### config.mk
export PLATFORM = sky130hd
export DESIGN_NAME = clock_ctrl
export DESIGN_NICKNAME = d
export VERILOG_FILES = /design/src/rtl/clock_ctrl.sv
export SDC_FILE = /design/constraint.sdc
export NUM_CORES = 1
export LEC_CHECK = 0
export ABC_AREA = 1
export CAP_MARGIN = 10
export CORE_UTILIZATION = 53
export CTS_BUF_LIST = sky130_fd_sc_hd__clkbuf_8
export CTS_CLUSTER_DIAMETER = 200
export DETAILED_ROUTE_END_ITERATION = 8
export GPL_TIMING_DRIVEN = 0
export PLACE_DENSITY_LB_ADDON = 0.05
export REMOVE_ABC_BUFFERS = 1
export SYNTH_ARGS = -nofsm -noshare
export SYNTH_HDL_FRONTEND = slang
export SYNTH_SLANG_ARGS = --single-unit
### constraint.sdc
create_clock -name clk -period 1.1 [get_ports clk]
set_input_delay 0.22 -clock clk [delete_from_list [all_inputs] [get_ports clk]]
set_output_delay 0.22 -clock clk [all_outputs]
set_load 0.01 [all_outputs]
### src/rtl/clock_ctrl.sv
// Digital clock control: button sync/edge detect, mode/position FSM,
// count-pulse generation for time and alarm counters, alarm enable.
//
// Ports:
//   clk, rst                      clock, sync active-high reset
//   i_sw_mode/pos/inc/alarm       raw button levels (high = pressed)
//   i_tick_1hz                    1 Hz one-clk pulse
//   i_max_hit_sec/min             counter wrap levels
//   o_mode, o_position            current mode / edited field
//   o_sec/min/hour_clk            time counter count pulses
//   o_alarm_sec/min/hour_clk      alarm counter count pulses
//   o_alarm_en                    alarm enable level
module clock_ctrl #(
  parameter logic [1:0] MODE_CLOCK = 2'd0,
  parameter logic [1:0] MODE_SETUP = 2'd1,
  parameter logic [1:0] MODE_ALARM = 2'd2,
  parameter logic [1:0] POS_SEC    = 2'd0,
  parameter logic [1:0] POS_MIN    = 2'd1,
  parameter logic [1:0] POS_HOUR   = 2'd2
) (
  input  logic       clk,
  input  logic       rst,
  input  logic       i_sw_mode,
  input  logic       i_sw_pos,
  input  logic       i_sw_inc,
  input  logic       i_sw_alarm,
  input  logic       i_tick_1hz,
  input  logic       i_max_hit_sec,
  input  logic       i_max_hit_min,
  output logic [1:0] o_mode,
  output logic [1:0] o_position,
  output logic       o_sec_clk,
  output logic       o_min_clk,
  output logic       o_hour_clk,
  output logic       o_alarm_sec_clk,
  output logic       o_alarm_min_clk,
  output logic       o_alarm_hour_clk,
  output logic       o_alarm_en
);

  typedef enum logic [1:0] {
    M_CLOCK = MODE_CLOCK,
    M_SETUP = MODE_SETUP,
    M_ALARM = MODE_ALARM
  } mode_e;

  // button order: {alarm, inc, pos, mode}
  logic [3:0] sw;
  logic [3:0] s1_q, s2_q, s3_q;
  logic [3:0] arm_q, prs_q;
  logic [1:0] init_q;

  assign sw = {i_sw_alarm, i_sw_inc, i_sw_pos, i_sw_mode};

  // arm_q: a button only arms once it has been seen released after
  // reset, so a press held through reset never fires. init_q marks
  // when s2_q carries real post-reset samples.
  always_ff @(posedge clk) begin
    if (rst) begin
      s1_q   <= '0;
      s2_q   <= '0;
      s3_q   <= '0;
      arm_q  <= '0;
      prs_q  <= '0;
      init_q <= '0;
    end else begin
      s1_q   <= sw;
      s2_q   <= s1_q;
      s3_q   <= s2_q;
      init_q <= {init_q[0], 1'b1};
      arm_q  <= arm_q | ({4{init_q[1]}} & ~s2_q);
      prs_q  <= s2_q & ~s3_q & arm_q;
    end
  end

  logic p_mode, p_pos, p_inc, p_alm;

  // mode press wins over position and increment
  assign p_mode = prs_q[0];
  assign p_pos  = prs_q[1] & ~p_mode;
  assign p_inc  = prs_q[2] & ~p_mode;
  assign p_alm  = prs_q[3];

  mode_e      mode_q, mode_d;
  logic [1:0] pos_q, pos_d;
  logic       alm_en_q, alm_en_d;

  always_ff @(posedge clk) begin
    if (rst) begin
      mode_q   <= M_CLOCK;
      pos_q    <= POS_SEC;
      alm_en_q <= 1'b0;
    end else begin
      mode_q   <= mode_d;
      pos_q    <= pos_d;
      alm_en_q <= alm_en_d;
    end
  end

  always_comb begin
    mode_d = mode_q;
    case (mode_q)
      M_CLOCK: if (p_mode) mode_d = M_SETUP;
      M_SETUP: if (p_mode) mode_d = M_ALARM;
      M_ALARM: if (p_mode) mode_d = M_CLOCK;
      default: mode_d = M_CLOCK;
    endcase
  end

  always_comb begin
    pos_d = pos_q;
    if (p_mode) begin
      pos_d = POS_SEC;
    end else if (p_pos && mode_q != M_CLOCK) begin
      case (pos_q)
        POS_SEC: pos_d = POS_MIN;
        POS_MIN: pos_d = POS_HOUR;
        default: pos_d = POS_SEC;
      endcase
    end
  end

  assign alm_en_d = alm_en_q ^ p_alm;

  logic hit_sec_q, hit_min_q;
  logic rise_sec, rise_min;
  logic run, setup, alset;
  logic at_sec, at_min, at_hour;
  logic [5:0] req, pls_d, pls_q;

  // edge regs track even in SETUP so no stale edge fires on exit
  always_ff @(posedge clk) begin
    if (rst) begin
      hit_sec_q <= 1'b0;
      hit_min_q <= 1'b0;
      pls_q     <= '0;
    end else begin
      hit_sec_q <= i_max_hit_sec;
      hit_min_q <= i_max_hit_min;
      pls_q     <= pls_d;
    end
  end

  assign rise_sec = i_max_hit_sec & ~hit_sec_q;
  assign rise_min = i_max_hit_min & ~hit_min_q;
  assign run      = (mode_q == M_CLOCK) || (mode_q == M_ALARM);
  assign setup    = (mode_q == M_SETUP);
  assign alset    = (mode_q == M_ALARM);
  assign at_sec   = (pos_q == POS_SEC);
  assign at_min   = (pos_q == POS_MIN);
  assign at_hour  = (pos_q == POS_HOUR);

  // order: {a_hour, a_min, a_sec, hour, min, sec}
  assign req[0] = (run & i_tick_1hz) | (setup & p_inc & at_sec);
  assign req[1] = (run & rise_sec)   | (setup & p_inc & at_min);
  assign req[2] = (run & rise_min)   | (setup & p_inc & at_hour);
  assign req[3] = alset & p_inc & at_sec;
  assign req[4] = alset & p_inc & at_min;
  assign req[5] = alset & p_inc & at_hour;

  // guarantee a low cycle after every pulse
  assign pls_d = req & ~pls_q;

  assign o_mode           = mode_q;
  assign o_position       = pos_q;
  assign o_alarm_en       = alm_en_q;
  assign o_sec_clk        = pls_q[0];
  assign o_min_clk        = pls_q[1];
  assign o_hour_clk       = pls_q[2];
  assign o_alarm_sec_clk  = pls_q[3];
  assign o_alarm_min_clk  = pls_q[4];
  assign o_alarm_hour_clk = pls_q[5];

endmodule
**Word-level counts from Yosys, hierarchy flattened**

Cells that the tools add are included.

- Register bits: 35
- Logic and storage cells: 63
- Output and inout port bits: 11

- Bitwise operators: 30
- Mux-type cells: 6
- Equal/unequal tests: 7
- Reduce and logical (&&, ||, !) cells: 7

Operators by type and width:

| cell | count |
|---|---|
| 1-bit AND | 15 |
| 4-bit AND | 3 |
| 4-bit inverter | 2 |
| 6-bit AND | 1 |
| 2-bit 2-to-1 mux | 3 |
| 2-bit inequality test (second input constant) | 3 |
| 6-bit inverter | 1 |
| 2-bit case mux with 3 select lines | 1 |
| 2-bit by 1-bit == test with 1-bit output (second input constant) | 2 |
| 2-bit == test (second input constant) | 2 |
| 2-bit zero test | 2 |
| 4-bit OR | 1 |
| 2-bit case mux with 2 select lines | 1 |
| 1-bit inverter | 3 |
| 1-bit OR | 3 |
| 3-bit AND reduction | 1 |
| 2-bit nonzero test | 1 |
| 2-bit OR reduction | 1 |
| 1-bit logical AND | 1 |
| 1-bit logical OR | 1 |
| 1-bit 2-to-1 mux | 1 |
| 1-bit bitwise XOR | 1 |

**Longest topological paths before layout**

Gate-level depths: netlist of the first run.

- Word-level depth: 6
- Depth in mapped cells: 6

**Least setup slack after synthesis of the first run**

No wires, ideal clock.

- Path kind: flip-flop to flip-flop
- Start point: register mode_q[1] (netlist: o_mode[1])
- End point: register pos_q[0] (netlist: o_position[0])
- Arrival: 840 ps
- Slack: 147 ps
- Stages on the path, launching flop included: 6
- Period minus slack after synthesis: 953 ps
- Path through: dfxtp_1 nor2_1 nor2_4 nand2_1 nand2_1 nor2_1

- Cells in the longest elaborated chain, start to end: 2

Ends and longest elaborated chain:

| item | line | source |
|---|---|---|
| from (decl) | 84 | `mode_e mode_q, mode_d;` |
| from (signal assigned) | 94 | `mode_q <= mode_d;` |
| 2-bit nonzero test | 114 | `end else if (p_pos && mode_q != M_CLOCK) begin` |
| 1-bit logical AND | 114 |  |
| to (signal assigned) | 95 | `pos_q <= pos_d;` |
| to (decl) | 85 | `logic [1:0] pos_q, pos_d;` |

Every way passes these cells.
A chain may end at the register's enable or synchronous reset.

**Final worst setup path of the first run**

- Start point: register pls_q[2]
- End point: output port o_hour_clk

RTL lines:

| item | line | source |
|---|---|---|
| from (decl) | 129 | `logic [5:0] req, pls_d, pls_q;` |
| from (signal assigned) | 140 | `pls_q <= pls_d;` |
| to (decl) | 34 | `output logic o_hour_clk,` |

No word-level cell between the ends.

==> summary.md, run 1 <==
| Metric | Value |
|---|---|
| P per Cell Area | 1580 nW/um^2 |
| CTS H-tree depth | 2 |
| Total grt overflow | 0 |
| CTS Sinks | 35 |
| First-pass GRT wire length | 3390 um |
| Total GRT Usage | 0.187 |
| Fmax | 936 MHz |
| Pre-Repair DR Iteration Count | 4 |
| Most frequent cell after synthesis | dfxtp_1 |
| Seq cells post-synth | 35 |
| Cell family with most CP delay | flip-flops |
| Final hold viol count | 0 |
| Critical-path cell list | dlygate4sd2_1 |
| Synth cell types | 19 |
| Ports | 20 |
| Max-cap viol count | 0 |
| Arr. time, crit path | 850 ps |
| Worst-path clk slew | 60 ps |
| Avg Inst Size Synth | 8.71 um^2 |
| Place WS | -770 ps |
| Clk Latency, worst-skew pair | 270 ps |
| CP Buf/Inv Count | 1 |
| Area contributors post-synth | dfxtp_1 (59%), inv_1 (8.8%), nor2_1 (8.5%) |
| Worst hold margin | 386 ps |
| RSZ-0062 raised after global routing | false |
| Initial antenna violation count | 0 |
| Fin nets | 171 |
| Syn Inst Count | 137 |
| Routed Antenna Nets | 0 |
| Drt wl/cell | 9.69 um |
| FP Rows | 16 |
| Die Span X | 49.5 um |
| WP data required | 880 ps |
| Worst-margin pin slew | 570 ps |
| Total power | 2.34 mW |
| CORE AREA | 2040 um^2 |
| Total CTS buffers | 5 |
| Critical path's slowest cell | dfxtp_1 |
| Fin crit share | 0.971 |
| CP Launch Type | flip-flop |
| Via count | 860 |
| Synth area leader | dfxtp_1 |
| DRC Markers | 0 |
| Global placement routability congestion | 0.803 |
| Fin cells | 189 |
| YS warnings | 0 |
| Top FF cell, synth | dfxtp_1 |
| EDFF count, synth | 0 |
| Fin. max-slew vios | 0 |
| Kind of end point of the critical path | output pin |
| Slew HR | 0.620 |
| CTS tree | done |
| # setup viols final | 0 |
| Setup TNS | 0 ps |
| DR iter-0 viols | 9 |
| Largest net degree at the start of global routing | 30 |
| Die ar. | 2450 um^2 |
| Vias/cell | 4.55 |
| Placed cell count | 180 |
| Top-area cell type share of the netlist area | 0.587 |
| Layout Skew | 3.30 ps |
| Drt total wl | 1830 um |
| Initial Util | 0.585 |
| Top cells by count, synth | dfxtp_1 (35), inv_1 (28), nor2_1 (27) |
| Worst IR drop on VDD | 1.80 mV |
| Share of synthesized registers carrying an async set or reset | 0 |
| Number of inserted diodes | 0 |
| Clock buffer depth | 2 |
| Class of the worst hold path | reg2reg |
| Status | finished, final reports clean |
| Critical Path Max Stage Delay | 320 ps |
| Post-Syn Area | 1190 um^2 |
| Kind of critical path | reg2out |
| Reg2Reg Setup Slack | 90 ps |
| Worst Setup Slack, final | 31.4 ps |
| Final min period | 1070 ps |
| Crit path max fanout | 2 |
| Vias in the first global route | 832 |
| Layout cells sized above 1 | 0.222 |
| Port Buffers | 19 |
| Leakage | 0.641 nW |
| Post-DP HPWL | 1280 um |
| Die Span Y | 49.5 um |
| Sequential fraction of the synthesis area | 0.587 |
| Layout area overhead | 23.7% |
| Root buf cell | clkbuf_8 |
==> kinds of logic after synthesis <==
kind of cell,share of synthesized area
simple gates,0.248
flops,0.587
xor+xnor,0.00734
buf+inv,0.109
compound gates,0.0482
==> layer usage <==
metal  routed length, um  track usage
met1                 832        0.209
met2                 919        0.326
met3                  80       0.0741
met5                   0            0
met4                   0       0.0571
==> through the flow <==
stage           util  instance area, um^2
2_1_floorplan      -                 1170
3_3_place_gp   0.684                 1400
3_5_place_dp   0.684                 1400
4_1_cts        0.739                 1510
5_1_grt        0.723                 1480
6_report       0.723                 1480
==> area by class of cell <==
cell class | instances | area, um^2
Inverter | 29 | 109
Tap cell | 27 | 33.8
Sequential cell | 35 | 711
Multi-Input combinational cell | 70 | 363
Timing Repair Buffer | 21 | 173
Clock buffer | 6 | 82.6
Clock inverter | 1 | 5.00
Fill cell | 165 | 566
==> sequential cells by signal, indices dropped and copies added (netlist names) <==
name        flops
prs_q           4
hit_sec_q       1
o_mode          2
hit_min_q       1
o_alarm_en      1
init_q          2
o_position      2
s3_q            4
s2_q            4
pls_q           6
arm_q           4
s1_q            4
==> where the power goes <==
| part | total (mW) | internal [mW] | switching (mW) |
|---|---|---|---|
| Combinational | 0.123 | 0.0601 | 0.0633 |
| Sequential | 1.32 | 1.31 | 0.0147 |
| Clock | 0.890 | 0.490 | 0.400 |
==> final timing paths <==
| path | from | to | cells after the start |
|---|---|---|---|
| worst max-delay path | pls_q[2] | o_hour_clk | 1 |
| worst min-delay path | s3_q[1] | prs_q[1] | 1 |
| worst max register to register | o_mode[1] | o_position[0] | 5 |
| worst min register to register | s3_q[1] | prs_q[1] | 1 |
==> cell usage in the layout (no fill, tap or decap), drive strengths merged, types with 2 or more instances in the layout <==
| master | instances |
|---|---|
| clkdlybuf4s15 | 4 |
| clkbuf | 13 |
| clkdlybuf4s50 | 7 |
| inv | 29 |
| dfxtp | 35 |
| o31ai | 2 |
| nand3 | 4 |
| nor3 | 3 |
| nor4 | 4 |
| nor2 | 31 |
| nand2 | 15 |
| or2 | 3 |
| buf | 2 |
| a21oi | 7 |
==> what timing repair did <==
item                       in CTS  in global routing
setup endpoints to repair      46                  8
resized for setup              30                  9
setup buffers                   2                  0
hold buffers                    0                  0
hold endpoints to repair        0                  0
Power figures use the tool's default switching activity.
==> run 2: changes to the inputs <==
- CORE_ASPECT_RATIO: unset -> 1.4
- CTS_CLUSTER_DIAMETER: 200 -> unset
==> run 2 against run 1 <==
  * Sequential cell count unchanged
  * Hold slack about the same
  * Core utilization down 2.6 points
==> summary.md, run 2 (same netlist as run 1, synthesis figures left out) <==
| Metric | Value |
|---|---|
| Status | finished, final reports clean (unchanged) |
| Worst IR drop on VDD | 1.30 mV (was 1.80 mV) |
| Layout Skew | 6.64 ps (was 3.30 ps) |
| Total CTS buffers | 5 (unchanged) |
| Via count | 865 (was 860) |
| CP Buf/Inv Count | 1 (unchanged) |
| R2r endpoint | o_position[1] (was o_position[0]) |
| DRT met1 WL | 751 um (was 832 um) |
| Final Util | 0.697 (was 0.723) |
| Total GRT Usage | 0.192 (was 0.187) |
| Clk Latency, worst-skew pair | 280 ps (was 270 ps) |
| Layout area overhead | 25.7% (was 23.7%) |
| Vias in the first global route | 862 (was 832) |
| Vias/cell | 4.70 (was 4.55) |
| Commonest non-fill, non-tap cell in the layout | inv_1 (was dfxtp_1) |
| Fin area | 1500 um^2 (was 1480 um^2) |
| RSZ-0062 raised after global routing | false (unchanged) |
| Ports | 20 (unchanged) |
| Post-DP HPWL | 1320 um (was 1280 um) |
| Leakage | 0.637 nW (was 0.641 nW) |
| Drt total wl | 1870 um (was 1830 um) |
| Root buf cell | clkbuf_8 (unchanged) |
| Slew HR | 0.634 (was 0.620) |
| Layout cells sized above 1 | 0.228 (was 0.222) |
| Largest net degree at the start of global routing | 30 (unchanged) |
| Pre-Repair DR Iteration Count | 4 (unchanged) |
| Worst-path clk slew | 60 ps (about the same) |
| Fin nets | 172 (was 171) |
| Fin crit share | 0.966 (was 0.971) |
| CTS tree | done (unchanged) |
| Post-Place Cell Area | 1390 um^2 (was 1400 um^2) |
| DRC Markers | 0 (unchanged) |
| FP Rows | 20 (was 16) |
| Max layer used | met4 (was met3) |
| Die Span Y | 58.2 um (was 49.5 um) |
| Die ar. | 2450 um^2 (about the same) |
| Kind of end point of the critical path | output pin (unchanged) |
| Die Span X | 42.1 um (was 49.5 um) |
| Global placement routability congestion | 0.796 (was 0.803) |
| WP data required | 880 ps (about the same) |
| Number of inserted diodes | 0 (unchanged) |
| Min-Delay Endpoint | prs_q[3] (was prs_q[1]) |
| Crit path max fanout | 2 (unchanged) |
| Worst hold stages | 1 (unchanged) |
| Most flop-heavy register | pls_q (unchanged) |
| Worst-case reg-to-reg path depth | 6 (was 5) |
| Met3 WL | 97 um (was 80 um) |
| Met2 Wirelength | 936 um (was 919 um) |
| CP Launch Type | flip-flop (unchanged) |
| Fin. max-slew vios | 0 (unchanged) |
| Hold path startpoint | s3_q[3] (was s3_q[1]) |
| Cell family with most CP delay | flip-flops (unchanged) |
| P per Cell Area | 1490 nW/um^2 (was 1580 nW/um^2) |
| Routed Antenna Nets | 0 (unchanged) |
| First-pass GRT wire length | 3370 um (was 3390 um) |
| Final hold viol count | 0 (unchanged) |
| Most frequent cells in the layout | inv_1 (29), dfxtp_1 (28), nor2_1 (27) (was dfxtp_1 (31), inv_1 (28), nor2_1 (27)) |
| Crit path launch | pls_q[3] (was pls_q[2]) |
| Hold_buf cts | 0 (unchanged) |
| DR iter-0 viols | 10 (was 9) |
| Class of the worst hold path | reg2reg (unchanged) |
| Initial Util | 0.555 (was 0.585) |
| Initial antenna violation count | 0 (unchanged) |
| Worst-margin pin slew | 549 ps (was 570 ps) |
| # setup viols final | 0 (unchanged) |
| Worst hold margin | 387 ps (was 386 ps) |
| Critical path's slowest cell | dfxtp_2 (was dfxtp_1) |
| Drt wl/cell | 10.1 um (was 9.69 um) |
| Reg2Reg Setup Slack | 70 ps (was 90 ps) |
| CORE AREA | 2150 um^2 (was 2040 um^2) |
| Final min period | 1060 ps (was 1070 ps) |
| CTS Sinks | 35 (unchanged) |
| Critical-path cell list | clkdlybuf4s15_2 (was dlygate4sd2_1) |
| Fmax | 941 MHz (was 936 MHz) |
| Arr. time, crit path | 840 ps (was 850 ps) |
| FF-to-FF Start | o_mode[1] (unchanged) |
| Clock buffer depth | 2 (unchanged) |
| Total grt overflow | 0 (unchanged) |
| Critical Path Max Stage Delay | 340 ps (was 320 ps) |
| Max-cap viol count | 0 (unchanged) |
| Kind of critical path | reg2out (unchanged) |
| Port Buffers | 19 (unchanged) |
| Max reg flops | 6 (unchanged) |
| CTS H-tree depth | 2 (unchanged) |
[run 2: worst max path at each step]
stage,to,cells past startpoint
floorplan,o_position[0],5
global placement,pls_q[3],4
detailed placement,pls_q[3],4
CTS,o_hour_clk,1
global route,o_sec_clk,1
finish,o_alarm_sec_clk,1
[run 2: what timing repair did]
item	in CTS	in global routing
setup buffers	2	1
endpoints found under the hold margin	0	0
endpoints found under the setup margin	46	8
pin swaps	0	0
gates resized for setup	36	8
[run 2: final cells by class]
cell class / count / area (um^2)
well taps: 22 / 27.5
inverters: 29 / 109
fillers: 190 / 652
clock inverters: 1 / 3.75
flip-flops and latches: 35 / 717
repair buffers: 22 / 211
multi-input cells: 70 / 363
clock buffers: 5 / 68.8
[run 2: power by group]
group / internal [mW] / switching (mW)
registers: 1.31 / 0.0139
clock network: 0.411 / 0.387
logic: 0.0618 / 0.0634
[run 2: per-stage QoR]
| step | setup slack [ps] | TNS (ps) | instances | power, mW |
|---|---|---|---|---|
| finish | 37.3 | 0 | 184 | 2.24 |
| detailed placement | -777 | -21410 | 175 | 1.49 |
| CTS | 1.08 | 0 | 183 | 2.28 |
| global placement | -727 | -19670 | 175 | 1.48 |
| floorplan | 147 | 0 | 134 | 1.42 |
| global route | 1.15 | 0 | 184 | 2.35 |
[run 2: layer usage]
layer	global-route usage	up-vias
met5	0	-
met4	0.165	0
met3	0.0841	6
met2	0.310	20
met1	0.184	382
li1	-	457
==> run 3: changes to the inputs <==
- CAP_MARGIN: 10 -> 20
- GPL_ROUTABILITY_DRIVEN: unset -> 0
==> results of run 3 <==
Final layout, timing and power as in run 2 (identical DEF).
